$ cat config.mk
export PLATFORM = sky130hd
export DESIGN_NAME = sram_port_arbiter
export DESIGN_NICKNAME = d
export VERILOG_FILES = /design/src/rtl/sram_port_arbiter.sv
export SDC_FILE = /design/constraint.sdc
export NUM_CORES = 1
export LEC_CHECK = 0
export CORE_MARGIN = 2
export CORE_UTILIZATION = 30
export DETAILED_ROUTE_END_ITERATION = 10
export GPL_ROUTABILITY_DRIVEN = 1
export MAX_ROUTING_LAYER = met4
export PLACE_DENSITY = 0.79
export RECOVER_POWER = 25
export SETUP_SLACK_MARGIN = 0.05
export SLEW_MARGIN = 25
export SYNTH_ARGS = -nofsm -noshare
export SYNTH_HDL_FRONTEND = slang
export SYNTH_SLANG_ARGS = --single-unit
$ cat constraint.sdc
create_clock -name clk -period 1.7 [get_ports clk]
set_input_delay 0.17 -clock clk [delete_from_list [all_inputs] [get_ports clk]]
set_output_delay 0.17 -clock clk [all_outputs]
set_load 0.02 [all_outputs]
$ cat src/rtl/sram_port_arbiter.sv
// sram_port_arbiter: shares one synchronous single-port SRAM between the
// instruction-fetch requester and the data requester. It issues at most one
// access per cycle, tracks the single outstanding access, parks unaccepted
// read data in a hold register and forces a fetch grant after the fetch
// side has lost STARVE_MAX contested cycles in a row.
module sram_port_arbiter #(
  parameter int STARVE_MAX = 4
) (
  input  logic        clk,
  input  logic        resetn,
  // instruction-fetch requester
  input  logic        inst_req,
  input  logic [31:0] inst_addr,
  output logic        inst_addr_ok,
  output logic        inst_data_ok,
  output logic [31:0] inst_rdata,
  input  logic        inst_rready,
  // data requester
  input  logic        data_req,
  input  logic        data_wr,
  input  logic [3:0]  data_wstrb,
  input  logic [31:0] data_addr,
  input  logic [31:0] data_wdata,
  output logic        data_addr_ok,
  output logic        data_data_ok,
  output logic [31:0] data_rdata,
  input  logic        data_rready,
  // SRAM port
  output logic        sram_en,
  output logic [3:0]  sram_we,
  output logic [31:0] sram_addr,
  output logic [31:0] sram_wdata,
  input  logic [31:0] sram_rdata
);

  localparam int SW = $clog2(STARVE_MAX + 1);
  localparam logic [SW-1:0] STARVE_MAX_C = SW'(STARVE_MAX);

  typedef enum logic [1:0] {
    S_IDLE = 2'd0,  // no outstanding access
    S_WAIT = 2'd1,  // access issued last cycle, sram_rdata valid now
    S_HOLD = 2'd2   // response parked in hold_q, not yet accepted
  } state_e;

  typedef enum logic [1:0] {
    O_NONE = 2'd0,
    O_INST = 2'd1,
    O_DRD  = 2'd2,
    O_DWR  = 2'd3
  } owner_e;

  state_e        state_q, state_d;
  owner_e        owner_q, owner_d;
  logic [31:0]   hold_q, hold_d;
  logic [SW-1:0] starve_q, starve_d;

  logic          resp_inst_s;
  logic          resp_data_s;
  logic [31:0]   resp_rdata_s;
  logic          complete_s;
  logic          free_s;
  logic          inst_win_s;
  logic          data_win_s;
  logic          grant_s;
  owner_e        grant_owner_s;

  // Response ownership, completion and the grant decision for this cycle.
  always_comb begin
    resp_inst_s   = (state_q != S_IDLE) && (owner_q == O_INST);
    resp_data_s   = (state_q != S_IDLE) && ((owner_q == O_DRD) || (owner_q == O_DWR));
    resp_rdata_s  = (state_q == S_WAIT) ? sram_rdata : hold_q;
    complete_s    = (resp_inst_s && inst_rready) || (resp_data_s && data_rready);
    // A new access may go out when nothing is pending, or when the pending
    // response retires this very cycle (back-to-back throughput).
    free_s        = (state_q == S_IDLE) || complete_s;
    // Data wins contested cycles unless fetch has starved long enough.
    inst_win_s    = free_s && inst_req && (!data_req || (starve_q == STARVE_MAX_C));
    data_win_s    = free_s && data_req && !inst_win_s;
    grant_s       = inst_win_s || data_win_s;
    if (inst_win_s) begin
      grant_owner_s = O_INST;
    end else if (data_wr) begin
      grant_owner_s = O_DWR;
    end else begin
      grant_owner_s = O_DRD;
    end
  end

  // Request-side outputs and SRAM drive; all forced low while in reset.
  always_comb begin
    inst_addr_ok = 1'b0;
    data_addr_ok = 1'b0;
    sram_en      = 1'b0;
    sram_we      = 4'b0000;
    sram_addr    = 32'h0000_0000;
    sram_wdata   = 32'h0000_0000;
    if (!resetn) begin
      sram_en = 1'b0;
    end else if (data_win_s) begin
      data_addr_ok = 1'b1;
      sram_en      = 1'b1;
      sram_we      = data_wr ? data_wstrb : 4'b0000;
      sram_addr    = data_addr;
      sram_wdata   = data_wdata;
    end else if (inst_win_s) begin
      inst_addr_ok = 1'b1;
      sram_en      = 1'b1;
      sram_addr    = inst_addr;
    end else begin
      sram_en = 1'b0;
    end
  end

  // Response-side outputs; rdata is zero unless a read response is valid.
  always_comb begin
    inst_data_ok = 1'b0;
    inst_rdata   = 32'h0000_0000;
    data_data_ok = 1'b0;
    data_rdata   = 32'h0000_0000;
    if (!resetn) begin
      inst_data_ok = 1'b0;
    end else begin
      inst_data_ok = resp_inst_s;
      data_data_ok = resp_data_s;
      if (resp_inst_s) begin
        inst_rdata = resp_rdata_s;
      end else begin
        inst_rdata = 32'h0000_0000;
      end
      if (resp_data_s && (owner_q == O_DRD)) begin
        data_rdata = resp_rdata_s;
      end else begin
        data_rdata = 32'h0000_0000;
      end
    end
  end

  // Next state, response owner and hold register.
  always_comb begin
    state_d = state_q;
    owner_d = owner_q;
    hold_d  = hold_q;
    case (state_q)
      S_IDLE: begin
        if (grant_s) begin
          state_d = S_WAIT;
          owner_d = grant_owner_s;
        end else begin
          state_d = S_IDLE;
        end
      end
      S_WAIT: begin
        if (complete_s && grant_s) begin
          state_d = S_WAIT;
          owner_d = grant_owner_s;
        end else if (complete_s) begin
          state_d = S_IDLE;
          owner_d = O_NONE;
        end else begin
          // Owner not ready: park the read data, it is gone next cycle.
          state_d = S_HOLD;
          hold_d  = sram_rdata;
        end
      end
      S_HOLD: begin
        if (complete_s && grant_s) begin
          state_d = S_WAIT;
          owner_d = grant_owner_s;
        end else if (complete_s) begin
          state_d = S_IDLE;
          owner_d = O_NONE;
        end else begin
          state_d = S_HOLD;
        end
      end
      default: begin
        state_d = S_IDLE;
        owner_d = O_NONE;
      end
    endcase
  end

  // Fetch starvation counter: counts data wins while fetch waits, saturating.
  always_comb begin
    starve_d = starve_q;
    if (!inst_req || inst_win_s) begin
      starve_d = '0;
    end else if (data_win_s && (starve_q != STARVE_MAX_C)) begin
      starve_d = starve_q + SW'(1);
    end else begin
      starve_d = starve_q;
    end
  end

  // State registers; reset discards any outstanding response.
  always_ff @(posedge clk or negedge resetn) begin
    if (!resetn) begin
      state_q  <= S_IDLE;
      owner_q  <= O_NONE;
      hold_q   <= 32'h0000_0000;
      starve_q <= '0;
    end else begin
      state_q  <= state_d;
      owner_q  <= owner_d;
      hold_q   <= hold_d;
      starve_q <= starve_d;
    end
  end

endmodule

======== After elaboration in Yosys (flattened, before gate mapping) ========
Index checks and enable logic that the tools add are counted.
word-level totals
  bits in registers ....................... 39
  output and inout bits ................... 137
  logic and storage cells ................. 76
cells by class
  muxes and demuxes ....................... 34
  reduce and logical (&&, ||, !) cells .... 26
  add/subtract/negate cells ............... 1
  bitwise logic cells ..................... 2
  equal/unequal tests ..................... 9
operator list
  operator                                                number
  two-way mux 32 bit                                      10
  two-way mux 2 bit                                       6
  two-way mux 4 bit                                       3
  logical AND 1 bit                                       11
  two-way mux 1 bit                                       11
  one-hot mux 2 bit (2 select lines)                      2
  == test 2 bit (second input constant)                   3
  logical OR 1 bit                                        6
  two-way mux 3 bit                                       2
  == test 2 x 1 -> 1 bit (second input constant)          2
  nonzero test 2 bit                                      2
  adder 3 x 1 -> 3 bit (second input constant)            1
  == test 3 bit (second input constant)                   1
  zero test 1 bit                                         3
  inequality test 3 x 1 -> 1 bit (second input constant)  1
  inequality test 3 bit (second input constant)           1
  AND reduction 3 bit                                     1
  zero test 2 bit                                         1
  inequality test 2 bit (second input constant)           1
  inverter 1 bit                                          2
  AND reduction 2 bit                                     1
  OR reduction 2 bit                                      1

======== Logic depth before layout (Yosys ltp) ========
  depth after elaboration ................. 14
  mapped depth ............................ 7
  depth with buffers taken out ............ 5

======== Worst setup path after synthesis ========
Ideal clock, no wire load.
  kind .................................... register to output
  start ................................... reg state_q[0]
  end ..................................... out data_rdata[10]
  slack ................................... -0.195 ns
  path buffers ............................ 2
  required time ........................... 1.530 ns
  data arrival time ....................... 1.725 ns
  cell stages (with the launch flop) ...... 8
  cells stage by stage .................... dfrtp_1 inv_1 ha_1 buf_2 and3b_1 nand2_1 buf_1 nor2_1
between the ends
  cells in the longest elaborated chain, start to end .. 5
  elaborated cells on any way between the ends .. 7
ends and longest elaborated chain
  item                    line  source
  from (decl)             52    state_e state_q, state_d;
  from (signal assigned)  203   state_q <= state_d;
  nonzero test 2 bit      70    resp_data_s = (state_q != S_IDLE) && ((owner_q == O_DRD) || (owner_q == O_DWR));
  logical AND 1 bit       70
  logical AND 1 bit       130   if (resp_data_s && (owner_q == O_DRD)) begin
  two-way mux 32 bit (*)  130
  two-way mux 32 bit (*)  120   if (!resetn) begin
  to (decl)               26    output logic [31:0] data_rdata,
Mark *: on every way between the ends. The rest lies on a longest branch, timed or not.

======== Worst setup path after layout ========
  start ................................... reg state_q[1]
  end ..................................... out inst_rdata[23]
between the ends
  cells in the longest elaborated chain, start to end .. 4
  elaborated cells on any way between the ends .. 6
ends and longest elaborated chain
  item                                                          line    source
  == test 2 x 1 -> 1 bit or nonzero test 2 bit (tied branches)  71, 69
  two-way mux 32 bit or logical AND 1 bit (tied branches)       71, 69
  two-way mux 32 bit (*)                                        125     if (resp_inst_s) begin
  two-way mux 32 bit (*)                                        120
  to (decl)                                                     16      output logic [31:0] inst_rdata,
Marks and branches as above.

==> impl_metrics.ini <==
[run_status]
outcome = finished with violations
violations = negative setup slack

[sta]
timing.slew.headroom = 0.663
finalCritPeriodShare = 1.23
rsz_0062_raised_after_global_routing = yes
finalHoldViolCount = 0
worst_slew_pin_slew_ns = 0.505
timing.final.max_slew_violations = 0
period_minus_slack_ns = 2.09
setup_total_neg_slack_ns = -50.62
setup_violations = 169
hold_slack_final_ns = 0.0734
setup_ws_ns = -0.389
maxClockFrequency_mhz = 479
final.setup_skew_ns = 0.00991

[finish]
antenna_cells = 0
regArea_um2 = 976
non_filler_cells_final = 875
multi_input_area_um2 = 2910
post-route-cell-area_um2 = 8200
drive_above_1_share = 0.578
filler_cell_count = 679
nets = 878
flow.area_growth_from_synthesis_pct = 150

[global_route]
grt_most_used_layer = met2
maximum_number_of_pins_on_one_net_before_global_route_repair = 39
first_global_vias = 4315
globalRouteTotalUtil = 0.238
globalRouteMet2Util = 0.421
grt-ovfl-total = 0
grt_antenna_before_repair = 0
wire_length_of_the_first_global_routing_pass_mm = 21.8
gr-usage-met1 = 0.287
groute.layer.met3.usage = 0.0319

[route]
drt_pre_antenna_iters = 4
vias = 4454
ant_nets = 0
drc = 0
detailedRoute.firstIterationViolations = 165
routed_wirelength_mm = 16.4
route.detailed.wl_per_inst_um = 18.7
vias_per_cell = 5.09

[clock_tree]
cts_sinks = 39
clock_path_buffers = 2
h_tree_depth = 2
cts_root_cell = sky130_fd_sc_hd__clkbuf_8
tritoncts = built
clock_insertion_delay_worst_skew_ns = 0.29
tritoncts.num_buffers = 5
clk_pin_slew_ns = 0.09

[setup_path]
ff2ff_path_depth = 9
worst_path_required_ns = 1.53
worst_setup_path_end_kind = output port
setup_crit_start_kind = flop
reg2reg_to = hold_q[15]
worst_flop_to_flop_path_startpoint = state_q[0]
worst-endpoint-arrival_ns = 1.92
worst-setup-path-type = flop to output port
reg2reg_setup_slack_ns = -0.38
timing.critical_path.fanout_max = 5

[floorplan]
initial_cell_density_of_the_core = 0.305
placement_rows = 38
coreArea_um2 = 10700
fp.dieArea_um2 = 11800
io-pin-count = 276
chip_height_um = 109
die_x_um = 109

[logic_synthesis]
yosysTopAreaCellShare = 0.298
synthFlopType = sky130_fd_sc_hd__dfrtp_1
synth_edf_count = 0
async_reset_ff_frac = 1.00
syn_avg_cell_area_um2 = 8.34
synth_seq_area_share = 0.298
synth_area_um2 = 3280
yosys.cell_types.count = 40
mappedNetlistNets = 537
synth.largest_area_cell = sky130_fd_sc_hd__dfrtp_1
yosys_warnings = 0
yosys_register_bits = 39
synth.area.top_cells = sky130_fd_sc_hd__dfrtp_1, sky130_fd_sc_hd__mux2_2, sky130_fd_sc_hd__nand3_1
syn_inst = 393

[power]
ir_worst_vdd_v = 0.000776
leakagePower_nw = 3.44
power_per_cell_area_nw_per_um2 = 1280

[placed_design]
detailed_place.area_um2 = 7020
place.detailed.hpwl_mm = 10.7
placed_cells = 839
buffer_ports.inserted = 275
finalWeightedCongestion = 0.916

[flow_run]
cap_viol_max_count = 0

[worst_hold_path]
worst_hold_path_type = input pin to asynchronous set/reset pin
==> layout make-up <==
class                      instances  share of cell area
clock buffer                       6              0.0101
clock inverter                     2             0.00427
inverter                           8             0.00397
multi-input combinational        308               0.354
sequential                        39               0.119
tap                              140              0.0214
timing repair buffer             372               0.487
==> flip-flops by register name (all words and copies together) (netlist names) <==
| signal | cells |
|---|---|
| state_q | 2 |
| hold_q | 32 |
| owner_q | 2 |
| starve_q | 3 |
==> per-stage QoR <==
step	utilization	power [mW]	setup WS, ns
6_report	0.763	10.5	-0.389
5_1_grt	0.763	11.0	-0.461
4_1_cts	0.672	9.23	-0.363
3_5_place_dp	0.654	7.71	-0.628
3_3_place_gp	0.654	7.52	-0.570
2_1_floorplan	-	5.11	0.0247
==> cells in the mapped netlist (5+ instances only) <==
master / count
sky130_fd_sc_hd__buf_2: 14
sky130_fd_sc_hd__dfrtp_1: 39
sky130_fd_sc_hd__nand3_1: 66
sky130_fd_sc_hd__inv_1: 8
sky130_fd_sc_hd__and2_4: 23
sky130_fd_sc_hd__nor2_1: 66
sky130_fd_sc_hd__mux2i_1: 32
sky130_fd_sc_hd__and2_1: 10
sky130_fd_sc_hd__ha_1: 5
sky130_fd_sc_hd__clkbuf_1: 14
sky130_fd_sc_hd__mux2_2: 31
sky130_fd_sc_hd__a21oi_1: 35
==> cells by family (layout without fill, tap and decap cells) <==
logic type,count (synthesis),in the layout,share of synthesized area
flops,39,39,0.298
compound gates,54,54,0.105
mux,64,64,0.208
fa+ha+maj,5,5,0.0191
buf+inv,46,388,0.0718
simple gates,184,184,0.296
xor+xnor,1,1,0.00267
==> worst max-delay path, stage by stage (launching register included) <==
cell and delay (ns):
sky130_fd_sc_hd__dfrtp_1 0.39, sky130_fd_sc_hd__inv_2 0.09, sky130_fd_sc_hd__buf_6 0.11, sky130_fd_sc_hd__ha_4 0.18
sky130_fd_sc_hd__buf_6 0.15, sky130_fd_sc_hd__buf_16 0.14, sky130_fd_sc_hd__mux2i_1 0.23, sky130_fd_sc_hd__buf_4 0.17
sky130_fd_sc_hd__nor2_2 0.04, sky130_fd_sc_hd__buf_6 0.12
==> cells in the final DEF (no fill, tap or decap), types with 7 or more instances in the layout <==
cell type and count:
sky130_fd_sc_hd__nor2_4 38, sky130_fd_sc_hd__dfrtp_1 39, sky130_fd_sc_hd__nor2_1 10, sky130_fd_sc_hd__clkdlybuf4s50_1 137, sky130_fd_sc_hd__mux2i_1 23, sky130_fd_sc_hd__nor2_2 18, sky130_fd_sc_hd__buf_6 129, sky130_fd_sc_hd__a21oi_4 19
sky130_fd_sc_hd__nand3_1 65, sky130_fd_sc_hd__buf_12 13, sky130_fd_sc_hd__and2_4 32, sky130_fd_sc_hd__buf_4 74, sky130_fd_sc_hd__mux2i_4 7, sky130_fd_sc_hd__a21oi_2 14, sky130_fd_sc_hd__mux2_2 25
==> where the power goes <==
group,switching [mW],total (mW),internal [mW]
Combinational,3.62,8.05,4.43
Clock,0.335,0.811,0.475
Sequential,0.278,1.67,1.39
==> routing by layer <==
metal | part of all wire | vias up
met5 | 0 | -
met2 | 0.53 | 169
li1 | - | 2059
met1 | 0.39 | 2203
met4 | 0.018 | 0
met3 | 0.054 | 23
==> timing repair <==
item / in CTS / in global routing
pin swaps: 4 / 22
gates cloned: 6 / 8
hold buffers: 1 / 0
endpoints found under the hold margin: 1 / 0
setup endpoints to repair: 170 / 174
gates resized for setup: 701 / 216
setup buffers: 10 / 5
==> worst max-delay path by stage <==
| stage | start | endpoint | cells past startpoint |
|---|---|---|---|
| after floorplan | state_q[0] | sram_wdata[22] | 7 |
| after global placement | inst_rready | sram_wdata[30] | 6 |
| after detailed placement | inst_rready | sram_wdata[28] | 6 |
| after CTS | state_q[1] | sram_wdata[29] | 7 |
| after global routing | state_q[1] | inst_rdata[28] | 9 |
| final | state_q[1] | inst_rdata[23] | 9 |
Note: power is estimated with default switching activity, not from simulation.
